==> src/rtl/ft_fault_manager_if.sv <==
// Command and event-log handshake bundle between ft_fault_manager and its debug/CSR host.
interface ft_fault_manager_if #(
    parameter int UNIT_W = 2
);
    // valid/ready: a transfer happens on a rising clk edge where valid and ready are both 1;
    // the sender holds valid and its payload stable until that edge.
    logic              cmd_valid_i;
    logic              cmd_ready_o;
    logic [1:0]        cmd_op_i;
    logic [UNIT_W-1:0] cmd_unit_i;
    logic [1:0]        cmd_block_i;
    logic              cmd_done_o;
    logic              cmd_err_o;
    logic              log_valid_o;
    logic              log_ready_i;
    logic [UNIT_W+4:0] log_data_o;
    logic              log_overflow_o;

    modport master (
        output cmd_valid_i, cmd_op_i, cmd_unit_i, cmd_block_i, log_ready_i,
        input  cmd_ready_o, cmd_done_o, cmd_err_o, log_valid_o, log_data_o, log_overflow_o
    );

    modport slave (
        input  cmd_valid_i, cmd_op_i, cmd_unit_i, cmd_block_i, log_ready_i,
        output cmd_ready_o, cmd_done_o, cmd_err_o, log_valid_o, log_data_o, log_overflow_o
    );
endinterface

==> src/rtl/ft_fault_manager.sv <==
// Supervisor for triplicated FT units: error statistics, merged event log and a
// force/release command engine driving the breakage-monitor set_broken masks.
module ft_fault_manager #(
    parameter int N_UNITS     = 4,
    parameter int UNIT_W      = 2,
    parameter int CNT_W       = 8,
    parameter int LOG_DEPTH   = 8,
    parameter int ACK_TIMEOUT = 16
) (
    input  logic                   clk,
    input  logic                   rst,
    input  logic [N_UNITS-1:0]     err_detected_i,
    input  logic [N_UNITS-1:0]     err_corrected_i,
    input  logic [3*N_UNITS-1:0]   is_broken_i,
    output logic [3*N_UNITS-1:0]   set_broken_o,
    ft_fault_manager_if.slave      bus,
    output logic [CNT_W-1:0]       err_cnt_o,
    output logic [CNT_W-1:0]       uncorr_cnt_o,
    output logic [1:0]             fsm_state
);
    localparam int N_ENT = 3 * N_UNITS;
    localparam int LOG_W = UNIT_W + 5;
    localparam int AW    = $clog2(LOG_DEPTH);
    localparam int TW    = $clog2(ACK_TIMEOUT);

    typedef enum logic [1:0] {IDLE, APPLY, WAIT_ACK, DONE} state_t;

    state_t              state_q, state_d;
    logic [1:0]          op_q;
    logic [UNIT_W-1:0]   unit_q;
    logic [1:0]          block_q;
    logic                err_q;
    logic [TW-1:0]       timer_q;
    logic [3*N_UNITS-1:0] tgt_onehot;
    logic                ack, cmd_legal, unit_ok, clear_stats;

    logic [3*N_UNITS-1:0] broken_q, rise, fall;
    logic [N_UNITS-1:0]  uncorr;
    // Pending entry e = 3*unit + kind, so ascending e is exactly the push priority.
    logic [N_ENT-1:0]    pend_q, ev_hit, sel_clr;
    logic [2:0]          mask_q  [N_ENT];
    logic [2:0]          ev_mask [N_ENT];
    logic                found;
    logic [LOG_W-1:0]    sel_data;

    logic [LOG_W-1:0]    fifo_mem [LOG_DEPTH];
    logic [AW:0]         wr_ptr, rd_ptr;
    logic                fifo_empty, fifo_full, push, pop, drop;

    assign fsm_state   = state_q;
    assign clear_stats = (state_q == APPLY) && (op_q == 2'b10);

    always_comb begin
        rise   = is_broken_i & ~broken_q;
        fall   = ~is_broken_i & broken_q;
        uncorr = err_detected_i & ~err_corrected_i;
        ev_hit = '0;
        for (int e = 0; e < N_ENT; e++) ev_mask[e] = 3'b000;
        for (int u = 0; u < N_UNITS; u++) begin
            ev_hit[3*u]      = uncorr[u];
            ev_hit[3*u+1]    = |rise[3*u +: 3];
            ev_mask[3*u+1]   = rise[3*u +: 3];
            ev_hit[3*u+2]    = |fall[3*u +: 3];
            ev_mask[3*u+2]   = fall[3*u +: 3];
        end
    end

    always_comb begin
        found    = 1'b0;
        sel_clr  = '0;
        sel_data = '0;
        for (int e = 0; e < N_ENT; e++) begin
            if (pend_q[e] && !found) begin
                found      = 1'b1;
                sel_clr[e] = 1'b1;
                sel_data   = {2'(e % 3), UNIT_W'(e / 3), mask_q[e]};
            end
        end
    end

    // A pop in the same cycle frees the slot, so a full FIFO only drops when not draining.
    assign fifo_empty = (wr_ptr == rd_ptr);
    assign fifo_full  = (wr_ptr[AW] != rd_ptr[AW]) && (wr_ptr[AW-1:0] == rd_ptr[AW-1:0]);
    assign pop        = !fifo_empty && bus.log_ready_i;
    assign push       = found && (!fifo_full || pop);
    assign drop       = found && fifo_full && !pop;

    assign bus.log_valid_o = !fifo_empty;
    assign bus.log_data_o  = fifo_mem[rd_ptr[AW-1:0]];

    always_ff @(posedge clk) begin
        if (push) fifo_mem[wr_ptr[AW-1:0]] <= sel_data;
    end

    always_ff @(posedge clk) begin
        if (rst) begin
            wr_ptr             <= '0;
            rd_ptr             <= '0;
            broken_q           <= '0;
            pend_q             <= '0;
            bus.log_overflow_o <= 1'b0;
            for (int e = 0; e < N_ENT; e++) mask_q[e] <= 3'b000;
        end else begin
            broken_q <= is_broken_i;
            if (push) wr_ptr <= wr_ptr + 1'b1;
            if (pop)  rd_ptr <= rd_ptr + 1'b1;
            // An entry leaving this cycle restarts from only the events seen now.
            for (int e = 0; e < N_ENT; e++) begin
                if (sel_clr[e]) begin
                    pend_q[e] <= ev_hit[e];
                    mask_q[e] <= ev_mask[e];
                end else begin
                    pend_q[e] <= pend_q[e] | ev_hit[e];
                    mask_q[e] <= mask_q[e] | ev_mask[e];
                end
            end
            if (clear_stats)  bus.log_overflow_o <= 1'b0;
            else if (drop)    bus.log_overflow_o <= 1'b1;
        end
    end

    always_ff @(posedge clk) begin
        if (rst || clear_stats) begin
            err_cnt_o    <= '0;
            uncorr_cnt_o <= '0;
        end else begin
            if (|err_detected_i && err_cnt_o != '1)  err_cnt_o    <= err_cnt_o + 1'b1;
            if (|uncorr && uncorr_cnt_o != '1)       uncorr_cnt_o <= uncorr_cnt_o + 1'b1;
        end
    end

    always_comb begin
        unit_ok    = 1'b0;
        tgt_onehot = '0;
        for (int u = 0; u < N_UNITS; u++) begin
            if (bus.cmd_unit_i == UNIT_W'(u)) unit_ok = 1'b1;
            for (int b = 0; b < 3; b++) begin
                if (unit_q == UNIT_W'(u) && block_q == 2'(b)) tgt_onehot[3*u+b] = 1'b1;
            end
        end
        cmd_legal = bus.cmd_op_i[1] || (unit_ok && bus.cmd_block_i != 2'd3);
        ack       = |(is_broken_i & tgt_onehot);
    end

    always_comb begin
        state_d         = state_q;
        bus.cmd_ready_o = 1'b0;
        bus.cmd_done_o  = 1'b0;
        bus.cmd_err_o   = 1'b0;
        case (state_q)
            IDLE: begin
                bus.cmd_ready_o = 1'b1;
                if (bus.cmd_valid_i) state_d = cmd_legal ? APPLY : DONE;
            end
            APPLY:    state_d = (op_q == 2'b00) ? WAIT_ACK : DONE;
            WAIT_ACK: if (ack || timer_q == TW'(ACK_TIMEOUT - 1)) state_d = DONE;
            DONE: begin
                bus.cmd_done_o = 1'b1;
                bus.cmd_err_o  = err_q;
                state_d        = IDLE;
            end
            default:  state_d = IDLE;
        endcase
    end

    always_ff @(posedge clk) begin
        if (rst) begin
            state_q      <= IDLE;
            op_q         <= 2'b00;
            unit_q       <= '0;
            block_q      <= 2'b00;
            err_q        <= 1'b0;
            timer_q      <= '0;
            set_broken_o <= '0;
        end else begin
            state_q <= state_d;
            case (state_q)
                IDLE: if (bus.cmd_valid_i) begin
                    op_q    <= bus.cmd_op_i;
                    unit_q  <= bus.cmd_unit_i;
                    block_q <= bus.cmd_block_i;
                    err_q   <= !cmd_legal;
                end
                APPLY: begin
                    timer_q <= '0;
                    case (op_q)
                        2'b00:   set_broken_o <= set_broken_o | tgt_onehot;
                        2'b01:   set_broken_o <= set_broken_o & ~tgt_onehot;
                        2'b11:   set_broken_o <= '0;
                        default: ;
                    endcase
                end
                WAIT_ACK: begin
                    timer_q <= timer_q + 1'b1;
                    if (timer_q == TW'(ACK_TIMEOUT - 1)) err_q <= !ack;
                end
                default: ;
            endcase
        end
    end
endmodule

==> src/flat_wrapper.sv <==
// flat-port wrapper written by rule: the top's interface ports become plain ports
module ft_fault_manager_flat 
#(
    parameter int N_UNITS     = 4,
    parameter int UNIT_W      = 2,
    parameter int CNT_W       = 8,
    parameter int LOG_DEPTH   = 8,
    parameter int ACK_TIMEOUT = 16
)
  (clk, rst, err_detected_i, err_corrected_i, is_broken_i, set_broken_o, err_cnt_o, uncorr_cnt_o, fsm_state, bus_cmd_valid_i, bus_cmd_op_i, bus_cmd_unit_i, bus_cmd_block_i, bus_log_ready_i, bus_cmd_ready_o, bus_cmd_done_o, bus_cmd_err_o, bus_log_valid_o, bus_log_data_o, bus_log_overflow_o);
  ft_fault_manager_if #(.UNIT_W(UNIT_W)) bus_i ();
  input  logic clk;
  input  logic rst;
  input  logic [N_UNITS-1:0] err_detected_i;
  input  logic [N_UNITS-1:0] err_corrected_i;
  input  logic [3*N_UNITS-1:0] is_broken_i;
  output logic [3*N_UNITS-1:0] set_broken_o;
  output logic [CNT_W-1:0] err_cnt_o;
  output logic [CNT_W-1:0] uncorr_cnt_o;
  output logic [1:0] fsm_state;
  input wire logic [$bits(bus_i.cmd_valid_i)-1:0] bus_cmd_valid_i;
  input wire logic [$bits(bus_i.cmd_op_i)-1:0] bus_cmd_op_i;
  input wire logic [$bits(bus_i.cmd_unit_i)-1:0] bus_cmd_unit_i;
  input wire logic [$bits(bus_i.cmd_block_i)-1:0] bus_cmd_block_i;
  input wire logic [$bits(bus_i.log_ready_i)-1:0] bus_log_ready_i;
  output wire logic [$bits(bus_i.cmd_ready_o)-1:0] bus_cmd_ready_o;
  output wire logic [$bits(bus_i.cmd_done_o)-1:0] bus_cmd_done_o;
  output wire logic [$bits(bus_i.cmd_err_o)-1:0] bus_cmd_err_o;
  output wire logic [$bits(bus_i.log_valid_o)-1:0] bus_log_valid_o;
  output wire logic [$bits(bus_i.log_data_o)-1:0] bus_log_data_o;
  output wire logic [$bits(bus_i.log_overflow_o)-1:0] bus_log_overflow_o;
  assign bus_i.cmd_valid_i = bus_cmd_valid_i;
  assign bus_i.cmd_op_i = bus_cmd_op_i;
  assign bus_i.cmd_unit_i = bus_cmd_unit_i;
  assign bus_i.cmd_block_i = bus_cmd_block_i;
  assign bus_i.log_ready_i = bus_log_ready_i;
  assign bus_cmd_ready_o = bus_i.cmd_ready_o;
  assign bus_cmd_done_o = bus_i.cmd_done_o;
  assign bus_cmd_err_o = bus_i.cmd_err_o;
  assign bus_log_valid_o = bus_i.log_valid_o;
  assign bus_log_data_o = bus_i.log_data_o;
  assign bus_log_overflow_o = bus_i.log_overflow_o;
  ft_fault_manager #(.N_UNITS(N_UNITS), .UNIT_W(UNIT_W), .CNT_W(CNT_W), .LOG_DEPTH(LOG_DEPTH), .ACK_TIMEOUT(ACK_TIMEOUT)) u_core (.clk(clk), .rst(rst), .err_detected_i(err_detected_i), .err_corrected_i(err_corrected_i), .is_broken_i(is_broken_i), .set_broken_o(set_broken_o), .bus(bus_i), .err_cnt_o(err_cnt_o), .uncorr_cnt_o(uncorr_cnt_o), .fsm_state(fsm_state));
endmodule
==> config.mk <==
export PLATFORM = sky130hd
export DESIGN_NAME = ft_fault_manager_flat
export DESIGN_NICKNAME = d
export VERILOG_FILES = /design/src/rtl/ft_fault_manager_if.sv /design/src/rtl/ft_fault_manager.sv /design/src/flat_wrapper.sv
export SDC_FILE = /design/constraint.sdc
export NUM_CORES = 1
export LEC_CHECK = 0
export CORE_ASPECT_RATIO = 0.6
export CORE_UTILIZATION = 51
export CTS_CLUSTER_SIZE = 24
export DETAILED_ROUTE_END_ITERATION = 8
export PLACE_DENSITY = 0.76
export REMOVE_ABC_BUFFERS = 1
export SLEW_MARGIN = 20
export SYNTH_ARGS = -nofsm -noshare
export SYNTH_HDL_FRONTEND = slang
export SYNTH_SLANG_ARGS = --single-unit
==> constraint.sdc <==
create_clock -name clk -period 2.25 [get_ports clk]
set_input_delay 0.45 -clock clk [delete_from_list [all_inputs] [get_ports clk]]
set_output_delay 0.45 -clock clk [all_outputs]
set_load 0.01 [all_outputs]
Word-level counts from Yosys, hierarchy flattened
Memories as Yosys holds them, arrays and structs flattened. A register that Yosys moved wholly into a read port is not among the register bits.
Index checks and enable logic that the tools add are counted.
{"block": "word_totals", "mem_bits_rw": 92, "output_inout_bits": 42, "wordCells": 353, "reg_bits": 74, "mem_count": 2}
{"memory": "u_core.fifo_mem", "depth": 8, "width": 7, "read_ports": 1, "rd_clocked_by_memory_dff": 1, "write_ports": 1, "line": "ft_fault_manager.sv:46", "source": "logic [LOG_W-1:0] fifo_mem [LOG_DEPTH];"}
{"memory": "u_core.mask_q", "depth": 12, "width": 3, "read_ports": 12, "rd_clocked_by_memory_dff": 0, "write_ports": 12, "line": "ft_fault_manager.sv:41", "source": "logic [2:0] mask_q [N_ENT];"}
{"block": "op_classes", "reduce_logical": 76, "addsub": 5, "n_bitwise": 54, "n_eq_ne": 24, "muxes": 178}
{"cell": "2-to-1 mux 1 bit", "count": 133}
{"cell": "2-to-1 mux 3 bit", "count": 27}
{"cell": "2-to-1 mux 7 bit", "count": 10}
{"cell": "bitwise AND 12 bit", "count": 4}
{"cell": "inverter 12 bit", "count": 3}
{"cell": "OR 1 bit", "count": 36}
{"cell": "one-hot mux 12 bit (3 select lines)", "count": 1}
{"cell": "logical AND 1 bit", "count": 32}
{"cell": "OR 3 bit", "count": 8}
{"cell": "OR reduction 3 bit", "count": 8}
{"cell": "== test 2 bit (second input constant)", "count": 9}
{"cell": "adder 8 x 1 -> 8 bit (second input constant)", "count": 2}
{"cell": "logical NOT 1 bit", "count": 16}
{"cell": "!= test 8 bit (second input constant)", "count": 2}
{"cell": "adder 4 x 1 -> 4 bit (second input constant)", "count": 3}
{"cell": "OR 12 bit", "count": 1}
{"cell": "OR reduction 12 bit", "count": 1}
{"cell": "== test 2 x 1 -> 1 bit (second input constant)", "count": 5}
{"cell": "logical NOT 2 bit", "count": 5}
{"cell": "one-hot mux 2 bit (4 select lines)", "count": 1}
{"cell": "one-hot mux 4 bit (2 select lines)", "count": 1}
{"cell": "OR reduction 4 bit", "count": 2}
{"cell": "2-to-1 mux 2 bit", "count": 3}
{"cell": "2-to-1 mux 6 bit", "count": 1}
{"cell": "other kinds (15)", "count": 23}

Longest topological paths before layout
{"block": "depth", "depth_word": 39, "mapped_depth": 8, "ltp_nobuf": 7}

Worst setup path before layout
No wires, ideal clock.
{"block": "synth_path", "path_type": "register -> register", "startpoint": "reg u_core.wr_ptr[2]", "endpoint": "mem u_core.fifo_mem[1][0] (netlist name), enable pin", "arrival_ns": 1.927, "path_slack_ns": -0.070, "n_path_buf": 2, "stages_incl_launch_ff": 7, "setup_ns": 0.393, "cell_sequence": "dfxtp_1 -> buf_4 -> xor2_1 -> nor3_1 -> a22o_1 -> buf_2 -> nor4b_1"}
{"block": "synth_via", "elab_chain_len": 7}
{"element": "from (decl)", "line": "ft_fault_manager.sv:47", "source": "logic [AW:0] wr_ptr, rd_ptr;"}
{"element": "from (signal assigned)", "line": "ft_fault_manager.sv:105", "source": "if (push) wr_ptr <= wr_ptr + 1'b1;"}
{"element": "== test 4 bit or == test 3 bit (tied branches)", "line": "ft_fault_manager.sv:82, ft_fault_manager.sv:83"}
{"element": "logical NOT 1 bit or logical AND 1 bit (tied branches)", "line": "ft_fault_manager.sv:84, ft_fault_manager.sv:83"}
{"element": "logical AND 1 bit or logical NOT 1 bit (tied branches)", "line": "ft_fault_manager.sv:84, ft_fault_manager.sv:85"}
{"element": "logical OR 1 bit", "line": "ft_fault_manager.sv:85", "source": "assign push = found && (!fifo_full || pop);"}
{"element": "logical AND 1 bit", "line": "ft_fault_manager.sv:85"}
{"element": "2-to-1 mux 1 bit", "line": "ft_fault_manager.sv:92", "source": "if (push) fifo_mem[wr_ptr[AW-1:0]] <= sel_data;"}
{"element": "2-to-1 mux 1 bit (implied by the code)", "line": "ft_fault_manager.sv:92"}
{"element": "to (decl)", "line": "ft_fault_manager.sv:46"}
Parallel ways exist; a longest one is shown, timed or not.

==> impl_metrics.tcl <==
set metrics [dict create \
    status "complete, but fails checks" \
    violations "setup timing" \
    fp.dieW_um 154.4 \
    met2WireLength_mm 7.447 \
    hold_start "rst" \
    layout-area-overhead-vs-synth_pct 25.96 \
    synth_commonest_cells "edfxtp_1 (80), dfxtp_1 (77), nor2_1 (66)" \
    finalCritPeriodShare 1.051 \
    holdCritPathClass "in -> reg" \
    async_reset_ff_frac 0 \
    cts_buffers 17 \
    relSlewSlack 0.5873 \
    gp_congestion 0.9070 \
    fin_nets 801 \
    core_mm2 0.01321 \
    layout-drive-gt1-share 0.1510 \
    first_pass_iters 6 \
    start_kind "flip-flop" \
    dr.max_layer_used "met4" \
    report.final.slew_viol_count 0 \
    ys.flop_type "edfxtp_1" \
    initial_core_util 0.5376 \
    yosys-top-cells-area "edfxtp_1 (34%), dfxtp_1 (22%), mux4_2 (4.4%), a21oi_1 (3.9%), nor2_1 (3.5%)" \
    required_ns 1.80 \
    setup_tns_ns -0.5754 \
    rr_startpoint "u_core.pend_q[0]$_SDFF_PP0_" \
    cts-root-buf "clkbuf_16" \
    netlist.area_leader.share 0.3382 \
    synth-seq-cells 157 \
    pin_count 72 \
    numClockSinks 157 \
    grt_max_degree 58 \
    cp_cell_sequence "buf_12 -> mux4_2 -> mux2_4 -> buf_6" \
    hold_violations 0 \
    crit_arrival_ns 1.91 \
    io_buffers 71 \
    rsz0062_at_grt "true" \
    m1WireLength_mm 7.849 \
    path_clk_slew_ns 0.06 \
    finalSetupViolCount 7 \
    powerDensity_mw_per_mm2 956.2 \
    vias 5420 \
    setup_ws_ns -0.1142 \
    avgSynthCellArea_um2 11.05 \
    skew_ns 0.01164 \
    dp_slack_ns -0.04615 \
    htreeDepth 4 \
    holdPathStages 2 \
    postRouteAntennaNets 0 \
    max_freq_mhz 423.0 \
    grt_pass1_vias 5201 \
    rows 32 \
    critPathSlowestCell "mux4_2" \
    ys_types 67 \
    antenna_found_initial 0 \
    wl_met3_mm 1.308 \
    grt_usage 0.2524 \
    maxCapViolCount 0 \
    crit_type "reg -> out" \
    p_leak_nw 3.323 \
    hold_end "u_core.wr_ptr[1]$_SDFFE_PP0P_" \
    drc 0 \
    path_max_fanout 7 \
    die_height_um 93.42 \
    synthCells 643 \
    worst_pin_slew_ns 0.6134 \
    grt_overflow 0 \
    ys_seq_area_frac 0.5552 \
    place_hpwl_mm 11.53 \
    synth-edff-count 80 \
    synthesis.area_mm2 0.007103 \
    grt_pass1_wl_mm 27.35 \
    path_delay_family "multiplexers" \
    cp_num_buf_inv 2 \
    die_area_mm2 0.01442 \
    vias_per_cell 5.735 \
    r2r-end "u_core.fifo_mem[6][1]$_DFFE_PP_" \
    period_needed_ns 2.364 \
    clockBufferDepth 2 \
    cts_tree "built" \
    first_iter_violations 527 \
    antennaDiodeCount 0 \
    yosysTopAreaCell "edfxtp_1" \
    drt_wl_total_mm 16.89 \
    clk_latency_ns 0.42 \
    r2r_cells 5 \
    r2r_slack_ns 0.08 \
    irDropWorstVdd_uv 566.8 \
    wire_per_inst_um 17.87 \
    yosysMostFrequentCell "edfxtp_1" \
    yosys_warnings 0 \
    cp-end-kind "primary output" \
    max_stage_delay_ns 0.52 \
]
report_power, final:
group	switching (W)	total (W)	leakage, nW	internal, W
logic	0.00101	0.00208	1.63	0.00107
registers	0.000256	0.00359	1.40	0.00333
clock network	0.00114	0.00289	0.287	0.00175
state kept, by name, indices dropped and copies added, names as in the netlist, 4 cells and up, named ones only:
signal,flops
u_core.fifo_mem,56
u_core.mask_q,24
u_core.broken_q,12
u_core.pend_q,12
u_core.set_broken_o,12
u_core.err_cnt_o,8
u_core.uncorr_cnt_o,8
u_core.rd_ptr,4
u_core.timer_q,4
u_core.wr_ptr,4
through the flow:
step	hold WS, ns	power [W]	util	std cells	area (µm²)
finish	0.3891	0.008556	0.6772	945	8947
global route	0.4001	0.008919	0.6772	945	8947
CTS	0.3828	0.008559	0.6763	945	8936
detailed placement	0.4863	0.005571	0.6263	911	8275
global placement	0.4809	0.005498	0.6263	911	8275
floorplan	0.4563	0.004711	-	632	7034
worst register-to-register path, delay by kind of cell (launching register included):
kind             cells  cell delay (ns)
AND/OR/NAND/NOR      2             0.81
AO/OA/AOI/OAI        3             0.79
flip-flops           1             0.37
kinds of logic after synthesis:
group           after synthesis  share of synthesized area
fa+ha+maj                     9                    0.01585
simple gates                257                     0.1894
buf+inv                      49                    0.02977
other cells                   1                  0.0005279
mux                          39                    0.08156
xor+xnor                     21                    0.02801
compound gates              110                    0.09970
flops                       157                     0.5552
routing by layer:
layer,vias up,track usage
met2,238,0.3841
met1,2592,0.3570
li1,2562,-
met3,28,0.05839
met4,0,0.08333
met5,-,0
worst max path at each step:
stage	start	to	slack (ns)	depth (start not counted)
2_1_floorplan	u_core.pend_q[1]$_SDFF_PP0_	u_core.fifo_mem[2][0]$_DFFE_PP_	-0.13	4
3_3_place_gp	flip-flop	bus_log_data_o[5]	0.03	4
3_5_place_dp	is_broken_i[3]	u_core.fsm_state[0]$_SDFFE_PP0P_	-0.05	6
4_1_cts	flip-flop	bus_log_data_o[5]	-0.1	4
5_1_grt	flip-flop	bus_log_data_o[5]	-0.15	4
6_report	flip-flop	bus_log_data_o[5]	-0.11	4
what timing repair did:
action                                  CTS  global route
buffers inserted                          1             0
pin swaps                                 1             0
endpoints found under the setup margin    8            23
hold buffers                              0             0
resized for setup                        42             4
cloned                                    1             0
placed cells by master (no fill, tap or decap), types with 22 or more instances in the layout:
master and instances:
nand2b_1 22, a21oi_1 56, clkdlybuf4s50_1 62, conb_1 24, buf_4 36, nand3_1 27
nor2_1 66, dfxtp_1 74, edfxtp_1 80, nor2b_1 25, nand2_1 54
layout make-up:
type / count / area [µm²]
Fill cell: 997 / 4265
Sequential cell: 157 / 3950
Multi-Input combinational cell: 460 / 3058
Timing Repair Buffer: 111 / 1075
Clock buffer: 19 / 432.9
Tap cell: 170 / 212.7
Clock inverter: 13 / 162.7
Inverter: 15 / 56.30
Power figures use the tool's default switching activity.
